**config.mk**
```make
export PLATFORM = sky130hd
export DESIGN_NAME = rfs_wifi_key_debounce
export DESIGN_NICKNAME = d
export VERILOG_FILES = /design/src/rtl/rfs_wifi_key_debounce.sv
export SDC_FILE = /design/constraint.sdc
export NUM_CORES = 1
export LEC_CHECK = 0
export CAP_MARGIN = 20
export CELL_PAD_IN_SITES_DETAIL_PLACEMENT = 0
export CELL_PAD_IN_SITES_GLOBAL_PLACEMENT = 1
export CORE_UTILIZATION = 50
export CTS_CLUSTER_DIAMETER = 40
export DETAILED_ROUTE_END_ITERATION = 10
export PLACE_DENSITY_LB_ADDON = 0.05
export SLEW_MARGIN = 20
export SYNTH_ARGS = -nofsm -noshare
export SYNTH_HDL_FRONTEND = slang
export SYNTH_SLANG_ARGS = --single-unit
```
**constraint.sdc**
```tcl
create_clock -name clk -period 4.2 [get_ports clk]
set_input_delay 0.42 -clock clk [delete_from_list [all_inputs] [get_ports clk]]
set_output_delay 0.42 -clock clk [all_outputs]
set_load 0.005 [all_outputs]
```
**src/rtl/rfs_wifi_key_debounce.sv**
```systemverilog
// Debounces active-low push-buttons into clean levels for the key PIO, with a press strobe.
// Optional auto-repeat pulses while a key is held: define KEY_DEBOUNCE_REPEAT_EN.
module rfs_wifi_key_debounce #(
  parameter int unsigned NUM_KEYS        = 2,
  parameter int unsigned DEBOUNCE_CYCLES = 500000,
  parameter int unsigned REPEAT_DELAY    = 25000000,
  parameter int unsigned REPEAT_PERIOD   = 5000000
) (
  input  logic                clk,
  input  logic                reset_n,
  input  logic [NUM_KEYS-1:0] key_raw,
  output logic [NUM_KEYS-1:0] key_out,
  output logic [NUM_KEYS-1:0] press_pulse
);

`ifdef KEY_DEBOUNCE_REPEAT_EN
  localparam int unsigned MAX_DR    = (DEBOUNCE_CYCLES > REPEAT_DELAY) ? DEBOUNCE_CYCLES : REPEAT_DELAY;
  localparam int unsigned MAX_COUNT = (MAX_DR > REPEAT_PERIOD) ? MAX_DR : REPEAT_PERIOD;
`else
  localparam int unsigned MAX_COUNT = DEBOUNCE_CYCLES;
  // Repeat timing is accepted for port/parameter compatibility but has no effect here.
  localparam int unsigned unused_repeat_cfg = REPEAT_DELAY ^ REPEAT_PERIOD;
`endif
  localparam int unsigned CNT_W = (MAX_COUNT > 1) ? $clog2(MAX_COUNT) : 1;

  if (DEBOUNCE_CYCLES < 2) begin : g_bad_debounce_cfg
    $error("DEBOUNCE_CYCLES must be >= 2");
  end

  logic [NUM_KEYS-1:0] s1;
  logic [NUM_KEYS-1:0] s2;

  always_ff @(posedge clk or negedge reset_n) begin
    if (!reset_n) begin
      s1 <= '1;
      s2 <= '1;
    end else begin
      s1 <= key_raw;
      s2 <= s1;
    end
  end

  for (genvar g = 0; g < NUM_KEYS; g++) begin : g_key
    logic [CNT_W-1:0] cnt;
    logic             key_q;
    logic             pulse_q;
    logic             mismatch;
    logic             accept;
    logic             press_acc;

    always_comb begin
      mismatch  = s2[g] ^ key_q;
      accept    = mismatch && (cnt == CNT_W'(DEBOUNCE_CYCLES - 1));
      press_acc = accept && key_q;
    end

    always_ff @(posedge clk or negedge reset_n) begin
      if (!reset_n) begin
        cnt   <= '0;
        key_q <= 1'b1;
      end else if (!mismatch) begin
        cnt <= '0;
      end else if (accept) begin
        cnt   <= '0;
        key_q <= s2[g];
      end else begin
        cnt <= cnt + CNT_W'(1);
      end
    end

`ifdef KEY_DEBOUNCE_REPEAT_EN
    logic [CNT_W-1:0] rcnt;
    logic             rep_hit;

    // A release acceptance in the same cycle as a repeat hit wins: no pulse.
    always_comb begin
      rep_hit = !key_q && !accept && (rcnt == CNT_W'(REPEAT_DELAY - 1));
    end

    always_ff @(posedge clk or negedge reset_n) begin
      if (!reset_n) begin
        rcnt    <= '0;
        pulse_q <= 1'b0;
      end else begin
        pulse_q <= press_acc || rep_hit;
        if (key_q || accept) begin
          rcnt <= '0;
        end else if (rep_hit) begin
          rcnt <= CNT_W'(REPEAT_DELAY - REPEAT_PERIOD);
        end else begin
          rcnt <= rcnt + CNT_W'(1);
        end
      end
    end
`else
    always_ff @(posedge clk or negedge reset_n) begin
      if (!reset_n) begin
        pulse_q <= 1'b0;
      end else begin
        pulse_q <= press_acc;
      end
    end
`endif

    assign key_out[g]     = key_q;
    assign press_pulse[g] = pulse_q;
  end

endmodule
```
==> results of run 1 <==
Yosys cell counts:
library cell,n,area [um2]
dfrtp_1,40,1001
nor2_1,37,138.9
xnor2_1,19,166.4
nand4_1,13,81.33
xor2_1,12,105.1
nand3_1,11,55.05
nand2_1,10,37.54
nor4_1,7,43.79
dfstp_2,6,157.7
or3_1,6,37.54
a21oi_1,5,25.02
buf_4,5,37.54
inv_1,5,18.77
nor3_1,5,25.02
and4_1,3,26.28
buf_2,3,15.01
nor4b_1,3,26.28
o21ai_0,3,15.01
ha_1,2,25.02
a21bo_2,1,10.01
and2_1,1,6.260
and3_1,1,6.260
and3_2,1,7.510
mux2_2,1,11.26
mux2_4,1,15.01
nand3_2,1,10.01
nand3b_1,1,7.510
nand4_2,1,12.51
nand4b_1,1,8.760
nor3b_1,1,7.510
nor4_2,1,12.51
nor4b_2,1,15.01
nor4bb_1,1,10.01
o21ai_2,1,8.760
o31ai_1,1,7.510
o41ai_4,1,27.53
or2_2,1,6.260
or4_1,1,7.510
or4_4,1,11.26
worst max-delay path, cell delays in order, from the launching register on:
cell and delay, ps:
dfrtp_1 460, nor4_2 290, nand2_1 140, o41ai_4 920
nor2_1 140
per-layer routing:
metal	up-vias	routed length, um	GRT usage, %
met1	756	1692	21.24
met3	4	111	5.848
met2	13	2130	32.25
met4	0	36	5.896
met5	-	0	0
li1	761	-	-
state kept, by name (all words and copies together) (netlist names):
signal / count
g_key.cnt: 38
s2: 2
g_key.pulse_q: 2
g_key.key_q: 2
s1: 2
worst min path at each step:
| stage | from | endpoint | depth (start not counted) |
|---|---|---|---|
| floorplan | reset_n | g_key[0].cnt[0] | 0 |
| global placement | s1[0] | s2[0] | 0 |
| detailed placement | s1[0] | s2[0] | 0 |
| CTS | reset_n | g_key[1].cnt[17] | 1 |
| global route | reset_n | g_key[1].pulse_q | 1 |
| finish | reset_n | g_key[1].pulse_q | 1 |
layout make-up:
class | instances | share of cell area (%)
flip-flops and latches | 46 | 48.08
well taps | 52 | 2.700
clock inverters | 2 | 0.4154
clock buffers | 6 | 3.011
inverters | 5 | 0.7788
multi-input cells | 156 | 42.21
repair buffers | 7 | 2.804
cell families (layout without fill, tap and decap cells):
group,Yosys count,in the layout,share of synthesized area [%]
compound gates,12,12,4.176
mux,2,2,1.169
simple gates,109,109,26.73
xor+xnor,31,31,12.08
fa+ha+maj,2,2,1.113
flops,46,46,51.56
buf+inv,13,20,3.174
power groups by stage:
stage | Sequential, mW | Combinational [mW] | Clock (mW)
6_report | 0.458 | 0.0262 | 0.258
3_3_place_gp | 0.466 | 0.0263 | 0
4_1_cts | 0.458 | 0.0273 | 0.272
3_5_place_dp | 0.466 | 0.0273 | 0
5_1_grt | 0.459 | 0.0303 | 0.288
2_1_floorplan | 0.465 | 0.0139 | 0
==> key figures, run 1 <==
Placement
  • Post-Place Cell Area: roughly 2300 um2
  • Hpwl dp: 2754 um
  • Port Buffers: 7
  • Inst Count DP: between 200 and 300
  • Routability cong.: 0.7972
  • Place WS: slightly above 2000 ps

Synthesis
  • Post-synthesis cell area: 2247 um2
  • Mapped Cells: 215
  • Yosys warns: 0
  • Flops & latches, synth: 46
  • Sequential share of the synthesized area: 51.56%
  • Synth Area per Inst: 10.45 um2
  • Syn nets: 221
  • Synth unique cells: 39

Clocking
  • Hold-fix buffer count after cts: 0
  • Clk buf depth: 2
  • Clock Root Buffer: clkbuf_8
  • Worst-skew pair later-pin latency: 300 ps
  • Post-CTS resize count: 0
  • Post-CTS Setup Repair Bufs: 0
  • # clock sinks: 46
  • H-tree levels: 2
  • CTS tree: yes
  • Total CTS buffers: 5
  • Clk slew on worst S/H paths: 90 ps

Cells and area
  • Filler cell count: about 390
  • Layout cells sized above 1: 11.71%
  • Ant. Diodes: 0
  • Most frequent cells in the layout: 40 x dfrtp_1, 37 x nor2_1, 19 x xnor2_1, 13 x nand4_1, 12 x xor2_1
  • Register area: between 1000 and 1500 um2
  • Final cell count without fillers: 274
  • # nets final: 227
  • Synth-to-Final Area Change: 7.238%
  • Fin util: roughly 56%
  • Multi-input logic area: 1017 um2
  • Fin area: 2410 um2
  • Commonest non-fill, non-tap cell in the layout: dfrtp_1

Timing
  • Worst setup margin: 2097 ps
  • # setup viols final: 0
  • Worst-Margin Slew: 953.7 ps
  • Final Cycle Share: 50.08%
  • Setup TNS: 0 ps
  • Rel. slew slack: 36.21%
  • Worst hold margin: 114.9 ps
  • Final Skew: 12.83 ps
  • Fmax: around 0.48 GHz
  • Min Tclk post-route: 2103 ps
  • Slew Viols, Final: 0
  • Final hold viol count: 0
  • Unrepaired setup endpoints after global routing: no

Die
  • Die Footprint: 4767 um2
  • Die Wd: ~70 um
  • Site row count: 24
  • Ports: 8
  • Effective utilization at floorplan: 51.97%
  • Core area: 4324 um2
  • Chip height: between 60 and 70 um

Run status
  • Status: finished, final reports clean

Setup path
  • Critical Path Start: g_key[1].cnt[12]
  • CP endpoint kind: flop
  • Kind of critical path: flop to flop
  • Flop2flop setup slack: 2100 ps
  • End of the worst register-to-register path: g_key[1].cnt[8]
  • Max FO, Critical Path: 18
  • Worst EP arrival: 2250 ps
  • Critical path startpoint category: flop
  • Path depth of the worst reg2reg path: 4
  • CP required: 4350 ps
  • FF-to-FF Start: g_key[1].cnt[12]
  • Setup crit end: g_key[1].cnt[8]

GRT
  • Largest net degree at the start of global routing: 47
  • Number of global-route vias before repair: 1540
  • Total GRT Usage: 18.41%
  • GRT overflow: 0
  • First-pass GRT wire length: 6948 um
  • Initial antenna violation count: 0

Pwr
  • Sw frac: 22.56%
  • Combinational share of power: under 10%
  • Total power: about 740 uW
  • Leakage: 0.9454 nW
  • Flop pwr share: around 60%
  • Internal: 574.6 uW
  • VDD IR max: about 0.17 mV
  • PwrDens: 307.9 nW/um2
  • Sw power: 167.4 uW
  • Share of power burned in the clock network: 34.8%

Drt
  • WL per Instance: approximately 14 um
  • Total number of vias: roughly 1500
  • Final wirelength: 3971 um
  • Detailed Routing Iterations Pass 1: 4
  • Final ANT Viol Nets: 0
  • Initial DRC count: 77
  • Via-per-instance ratio: 5.599
  • DR DRC count: 0

Worst hold path
  • Hold Crit Class: input port to async pin

Flow run
  • Max_cap viols: 0
Note: power is estimated with default switching activity, not from simulation.
==> inputs of run 2 (changes only) <==
--- a/config.mk
+++ b/config.mk
@@ -8,7 +8,7 @@
 export CAP_MARGIN = 20
 export CELL_PAD_IN_SITES_DETAIL_PLACEMENT = 0
 export CELL_PAD_IN_SITES_GLOBAL_PLACEMENT = 1
-export CORE_UTILIZATION = 50
+export CORE_UTILIZATION = 43
 export CTS_CLUSTER_DIAMETER = 40
 export DETAILED_ROUTE_END_ITERATION = 10
 export PLACE_DENSITY_LB_ADDON = 0.05
==> constraint.sdc (replaced) <==
create_clock -name clk -period 1.9 [get_ports clk]
set_input_delay 0.19 -clock clk [delete_from_list [all_inputs] [get_ports clk]]
set_output_delay 0.19 -clock clk [all_outputs]
set_load 0.005 [all_outputs]
==> run 2 against run 1 <==
Power rose by 130%. Via count rose by 3.8%. Cell area rose by 5.2%. First-iteration DRC count rose by 21%. Clock skew fell by 3.3 ps. Worst hold slack improved by 180 ps. Sequential power rose by 120%. Cell count rose by 10%. Setup slack got worse by 2000 ps. Maximum frequency rose by 15%. Largest cell class unchanged. Clock power rose by 130%.
==> key figures, run 2 (synthesis results as in run 1) <==
Run status
  • Status: finished, final reports clean

Placement
  • Port Buffers: 7 (unchanged)
  • Hpwl dp: 3078 um (+12%)
  • Routability cong.: 0.7725 (-3.1%)
  • Post-Place Cell Area: 2426 um2 (+4.4%)
  • Place WS: 80.50 ps (-1975 ps)

Clocking
  • # clock sinks: 46 (unchanged)
  • Clk slew on worst S/H paths: 90 ps (about the same)
  • Clk buf depth: 2 (unchanged)
  • CTS tree: yes
  • Worst-skew pair later-pin latency: 300 ps (about the same)
  • H-tree levels: 2 (unchanged)
  • Total CTS buffers: 5 (unchanged)
  • Clock Root Buffer: clkbuf_8

Pwr
  • VDD IR max: 0.2850 mV (+72%)
  • Sw frac: 23.64% (+1.1 points)
  • Combinational share of power: 4.0% (+0.5 points)
  • Leakage: 1.003 nW (+6.0%)
  • Sw power: 396.2 uW (+140%)
  • Flop pwr share: 60.4% (-1.3 points)
  • Share of power burned in the clock network: 35.6% (+0.8 points)
  • PwrDens: 661.1 nW/um2 (+110%)
  • Total power: 1.676 mW (+130%)
  • Internal: 1.280 mW (+120%)

Worst hold path
  • Hold Crit Class: input port to flop
  • Worst Min Path Start: key_raw[0]

GRT
  • Total GRT Usage: 18.80% (+0.39 points)
  • Largest net degree at the start of global routing: 25 (-47%)
  • Number of global-route vias before repair: 1719 (+12%)
  • Initial antenna violation count: 0 (unchanged)
  • First-pass GRT wire length: 7769 um (+12%)
  • GRT overflow: 0 (unchanged)

Timing
  • Final Cycle Share: 95.91% (+46 points)
  • Fmax: 0.5487 GHz (+15%)
  • # setup viols final: 0 (unchanged)
  • Final Skew: 9.481 ps (-3.344 ps)
  • Worst-Margin Slew: 518.4 ps (-435.2 ps)
  • Final hold viol count: 0 (unchanged)
  • Unrepaired setup endpoints after global routing: no
  • Worst setup margin: 77.66 ps (-2019 ps)
  • Rel. slew slack: 65.44% (+29 points)
  • Slew Viols, Final: 0 (unchanged)
  • Min Tclk post-route: 1822 ps (-281.1 ps)
  • Setup TNS: 0 ps (unchanged)

Die
  • Chip height: 74.29 um (+7.6%)
  • Die Wd: 74.29 um (+7.6%)
  • Site row count: 25 (+4.2%)
  • Core area: 4880 um2 (+13%)
  • Die Footprint: 5519 um2 (+16%)
  • Ports: 8 (unchanged)
  • Effective utilization at floorplan: 46.05% (-5.9 points)

Drt
  • WL per Instance: 14.34 um (-1.0%)
  • Via-per-instance ratio: 5.272 (-5.8%)
  • DR DRC count: 0 (unchanged)
  • Initial DRC count: 93 (+21%)
  • Final wirelength: 4332 um (+9.1%)
  • Final ANT Viol Nets: 0 (unchanged)
  • Detailed Routing Iterations Pass 1: 4 (unchanged)
  • Total number of vias: 1592 (+3.8%)

Setup path
  • Critical Path Start: g_key[1].cnt[9]
  • Slowest stage delay, CP: 570 ps (-350 ps)
  • Path depth of the worst reg2reg path: 4 (unchanged)
  • End of the worst register-to-register path: g_key[1].key_q
  • CP required: 2130 ps (-2220 ps)
  • Kind of critical path: flop to flop
  • CP endpoint kind: flop
  • Setup crit end: g_key[1].key_q
  • Cell Chain, Critical Path: nor4_2 -> nand2_1 -> or4_4 -> mux2_4
  • CP max-delay cell: or4_4
  • Critical path startpoint category: flop
  • FF-to-FF Start: g_key[1].cnt[9]
  • Max FO, Critical Path: 5 (-13)
  • Worst EP arrival: 2060 ps (-190 ps)
  • Flop2flop setup slack: 80 ps (-2020 ps)

Flow run
  • Max_cap viols: 0 (unchanged)

Cells and area
  • Most frequent cells in the layout: 39 x dfrtp_1, 37 x nor2_1, 19 x xnor2_1, 13 x nand4_1
  • Max FFs per register: 38 (unchanged)
  • Filler cell count: 478 (+21%)
  • Fin area: 2535 um2 (+5.2%)
  • Commonest non-fill, non-tap cell in the layout: dfrtp_1
  • Ant. Diodes: 0 (unchanged)
  • Layout cells sized above 1: 17.02% (+5.3 points)
  • # nets final: 240 (+5.7%)
  • Register area: 1160 um2 (+0.11%)
  • Multi-input logic area: 1017 um2 (unchanged)
  • Fin util: 51.95% (-3.8 points)
  • Most flops, register: g_key.cnt
  • Synth-to-Final Area Change: 12.81%
## run 2: layout make-up
cell class | instances | share of cell area (%)
sequential | 46 | 45.76
timing repair buffer | 20 | 6.515
clock buffer | 5 | 2.715
inverter | 5 | 0.7404
clock inverter | 3 | 0.8391
multi-input combinational | 156 | 40.13
tap | 67 | 3.307
## run 2: power by group through the flow
| stage | sequential (mW) | combinational, mW | clock [mW] |
|---|---|---|---|
| 2_1_floorplan | 1.03 | 0.0308 | 0 |
| 3_3_place_gp | 1.03 | 0.0647 | 0 |
| 3_5_place_dp | 1.03 | 0.0674 | 0 |
| 4_1_cts | 1.01 | 0.0698 | 0.624 |
| 5_1_grt | 1.02 | 0.0777 | 0.659 |
| 6_report | 1.01 | 0.0671 | 0.597 |
## run 2: routing by layer
metal / wire length, um / part of all wire (%) / global-route usage [%]
met2: 2322 / 54 / 35.05
met1: 1880 / 43 / 21.22
met3: 79 / 1.8 / 4.065
met5: 0 / 0 / 0
met4: 51 / 1.2 / 6.289
## run 2: through the flow
step	hold WS (ps)	cells
after detailed placement	191.9	292
final	293.8	302
after global placement	168.7	292
after global routing	284.0	302
after floorplan	-105.6	215
after CTS	283.4	301
## run 2: worst min-delay path by stage
stage                        to  slack [ps]  cells after the start
2_1_floorplan   g_key[0].cnt[0]        -110                      0
3_3_place_gp   g_key[1].pulse_q         170                      1
3_5_place_dp   g_key[1].pulse_q         190                      1
4_1_cts                   s1[0]         280                      1
5_1_grt                   s1[1]         280                      1
6_report                  s1[0]         290                      1
## run 2: repair_timing
| action | CTS | global route |
|---|---|---|
| resized for setup | 0 | 1 |
| setup buffers | 0 | 1 |
| endpoints found under the hold margin | 16 | 0 |
| setup endpoints to repair | 0 | 1 |
| hold buffers | 1 | 0 |
## run 2: critical path, delay by kind of cell, from the launching register on
family / cells / cell delay [ps]
and+or+nand+nor: 3 / 1000
DFF: 1 / 450
muxes: 1 / 310
==> inputs of run 3 (changes only) <==
--- a/config.mk
+++ b/config.mk
@@ -11,7 +11,7 @@
 export CORE_UTILIZATION = 43
 export CTS_CLUSTER_DIAMETER = 40
 export DETAILED_ROUTE_END_ITERATION = 10
-export PLACE_DENSITY_LB_ADDON = 0.05
+export PLACE_DENSITY_LB_ADDON = 0.1
 export SLEW_MARGIN = 20
 export SYNTH_ARGS = -nofsm -noshare
 export SYNTH_HDL_FRONTEND = slang
==> run 3 against run 2 <==
Count of clock-buffer cells in the layout rose by 2. Maximum frequency rose by 0.81%. Non-clock buffer count rose by 1. First-iteration DRC count fell by 32%. Routed wire length rose by 1.2%. Critical path depth did not move. Cell count rose by 0.33%. Register-to-register slack barely moved. Largest cell class unchanged. Largest power group unchanged.
==> key figures, run 3 (synthesis results as in run 1) <==
Die
  • Core area: 4880 um2 (unchanged)
  • Ports: 8 (unchanged)
  • Die Wd: 74.29 um (unchanged)
  • Die Footprint: 5519 um2 (unchanged)
  • Chip height: 74.29 um (unchanged)
  • Site row count: 25 (unchanged)
  • Effective utilization at floorplan: 46.05% (unchanged)

Placement
  • Hpwl dp: 3206 um (+4.2%)
  • Port Buffers: 7 (unchanged)
  • Post-Place Cell Area: 2441 um2 (+0.62%)
  • Place WS: 106.4 ps (+25.93 ps)
  • Routability cong.: 0.8199 (+6.1%)
  • Inst Count DP: 294 (+0.68%)

Setup path
  • Critical path startpoint category: flop
  • CP endpoint kind: flop
  • Path depth of the worst reg2reg path: 4 (unchanged)
  • Max FO, Critical Path: 3 (-2)
  • Crit. path cell count: 4 (unchanged)
  • FF-to-FF Start: g_key[1].cnt[11]
  • End of the worst register-to-register path: g_key[1].key_q
  • Worst EP arrival: 2040 ps (-20 ps)
  • Cell family with most CP delay: simple AND/OR/NAND/NOR gates
  • Slowest stage delay, CP: 580 ps (about the same)
  • Kind of critical path: flop to flop
  • CP max-delay cell: or4_4
  • Cell Chain, Critical Path: nor4b_2 -> nand2_1 -> or4_4 -> mux2_4
  • CP required: 2130 ps (about the same)
  • Buffers and inverters on the worst path: 0 (unchanged)
  • Flop2flop setup slack: 90 ps (about the same)

Timing
  • Worst hold margin: 298.5 ps (+4.703 ps)
  • Slew Viols, Final: 0 (unchanged)
  • Min Tclk post-route: 1808 ps (-14.60 ps)
  • # setup viols final: 0 (unchanged)
  • Final hold viol count: 0 (unchanged)
  • Rel. slew slack: 67.64% (+2.2 points)
  • Worst setup margin: 92.26 ps (+14.60 ps)
  • Final Skew: 4.408 ps (-5.073 ps)
  • Worst-Margin Slew: 485.5 ps (-32.94 ps)
  • Final Cycle Share: 95.14% (-0.77 points)
  • Unrepaired setup endpoints after global routing: no
  • Fmax: 0.5532 GHz (+0.81%)
  • Setup TNS: 0 ps (unchanged)

Clocking
  • Clk buf depth: 2 (unchanged)
  • Post-CTS Setup Repair Bufs: 0 (unchanged)
  • Worst-skew pair later-pin latency: 290 ps (about the same)
  • Clock Root Buffer: clkbuf_8
  • Clk slew on worst S/H paths: 80 ps (about the same)
  • Total CTS buffers: 5 (unchanged)
  • H-tree levels: 2 (unchanged)
  • CTS tree: yes
  • # clock sinks: 46 (unchanged)

Cells and area
  • Commonest non-fill, non-tap cell in the layout: dfrtp_1
  • Layout cells sized above 1: 16.53% (-0.50 points)
  • # nets final: 241 (+0.42%)
  • Most flops, register: g_key.cnt
  • Fin util: 52.10% (+0.15 points)
  • Fin area: 2542 um2 (+0.30%)
  • Most frequent cells in the layout: 40 x dfrtp_1, 37 x nor2_1, 19 x xnor2_1, 13 x nand4_1, 13 x buf_4
  • Final cell count without fillers: 303 (+0.33%)
  • Synth-to-Final Area Change: 13.14%
  • Ant. Diodes: 0 (unchanged)
  • Max FFs per register: 38 (unchanged)

Worst hold path
  • Hold depth: 1 (unchanged)
  • Hold Crit Class: input port to flop
  • Worst Hold Path EP: s1[0]
  • Worst Min Path Start: key_raw[0]

GRT
  • GRT overflow: 0 (unchanged)
  • Largest net degree at the start of global routing: 23 (-8.0%)
  • Initial antenna violation count: 0 (unchanged)
  • Total GRT Usage: 18.97% (+0.17 points)
  • Number of global-route vias before repair: 1699 (-1.2%)
  • First-pass GRT wire length: 7762 um (about the same)

Drt
  • Detailed Routing Iterations Pass 1: 4 (unchanged)
  • Total number of vias: 1637 (+2.8%)
  • WL per Instance: 14.47 um (+0.84%)
  • Final wirelength: 4383 um (+1.2%)
  • Via-per-instance ratio: 5.403 (+2.5%)
  • Final ANT Viol Nets: 0 (unchanged)
  • DR DRC count: 0 (unchanged)
  • Initial DRC count: 63 (-32%)

Pwr
  • PwrDens: 665.5 nW/um2 (+0.67%)
  • Leakage: 1.013 nW (+1.1%)
  • Total power: 1.692 mW (+0.97%)
  • VDD IR max: 0.3708 mV (+30%)

Run status
  • Status: finished, final reports clean

Flow run
  • Max_cap viols: 0 (unchanged)
==> run 3: worst max path at each step <==
stage / from / end / slack, ps
after global placement: g_key[1].cnt[9] / g_key[1].key_q / 130
after CTS: g_key[1].cnt[11] / g_key[1].key_q / 100
after detailed placement: g_key[1].cnt[11] / g_key[1].key_q / 110
after global routing: g_key[1].cnt[11] / g_key[1].cnt[11] / 30
after floorplan: g_key[1].cnt[12] / g_key[1].key_q / 160
final: g_key[1].cnt[11] / g_key[1].key_q / 90
==> run 3: what timing repair did <==
action | CTS | global route
setup endpoints to repair | 0 | 0
resized for setup | 0 | 0
endpoints found under the hold margin | 14 | 0
hold buffers | 1 | 0
==> run 3: layout make-up <==
cell class | instances | area (um2)
Clock buffer | 7 | 86.33
Inverter | 5 | 18.77
Timing Repair Buffer | 21 | 172.7
Clock inverter | 1 | 5.005
Sequential cell | 46 | 1159
Multi-Input combinational cell | 156 | 1017
Fill cell | 481 | 2337
Tap cell | 67 | 83.83
==> run 3: worst reg2reg max path, cell delays in order (launching register included) <==
cell,delay (ps)
dfrtp_1,420
nor4b_2,290
nand2_1,150
or4_4,580
mux2_4,310
==> run 3: power by group <==
| group | total [mW] | switching (mW) | internal, mW |
|---|---|---|---|
| clock | 0.611 | 0.317 | 0.294 |
| sequential | 1.01 | 0.0157 | 0.996 |
| combinational | 0.0693 | 0.0433 | 0.0260 |
| total | 1.69 | 0.376 | 1.32 |
==> run 3: per-layer routing <==
metal	vias to the layer above	share of wire [%]	global-route usage, %
met5	-	0	0
met4	0	2.4	7.757
met3	11	2.1	4.065
met2	18	53	34.24
met1	817	43	21.83
li1	791	-	-
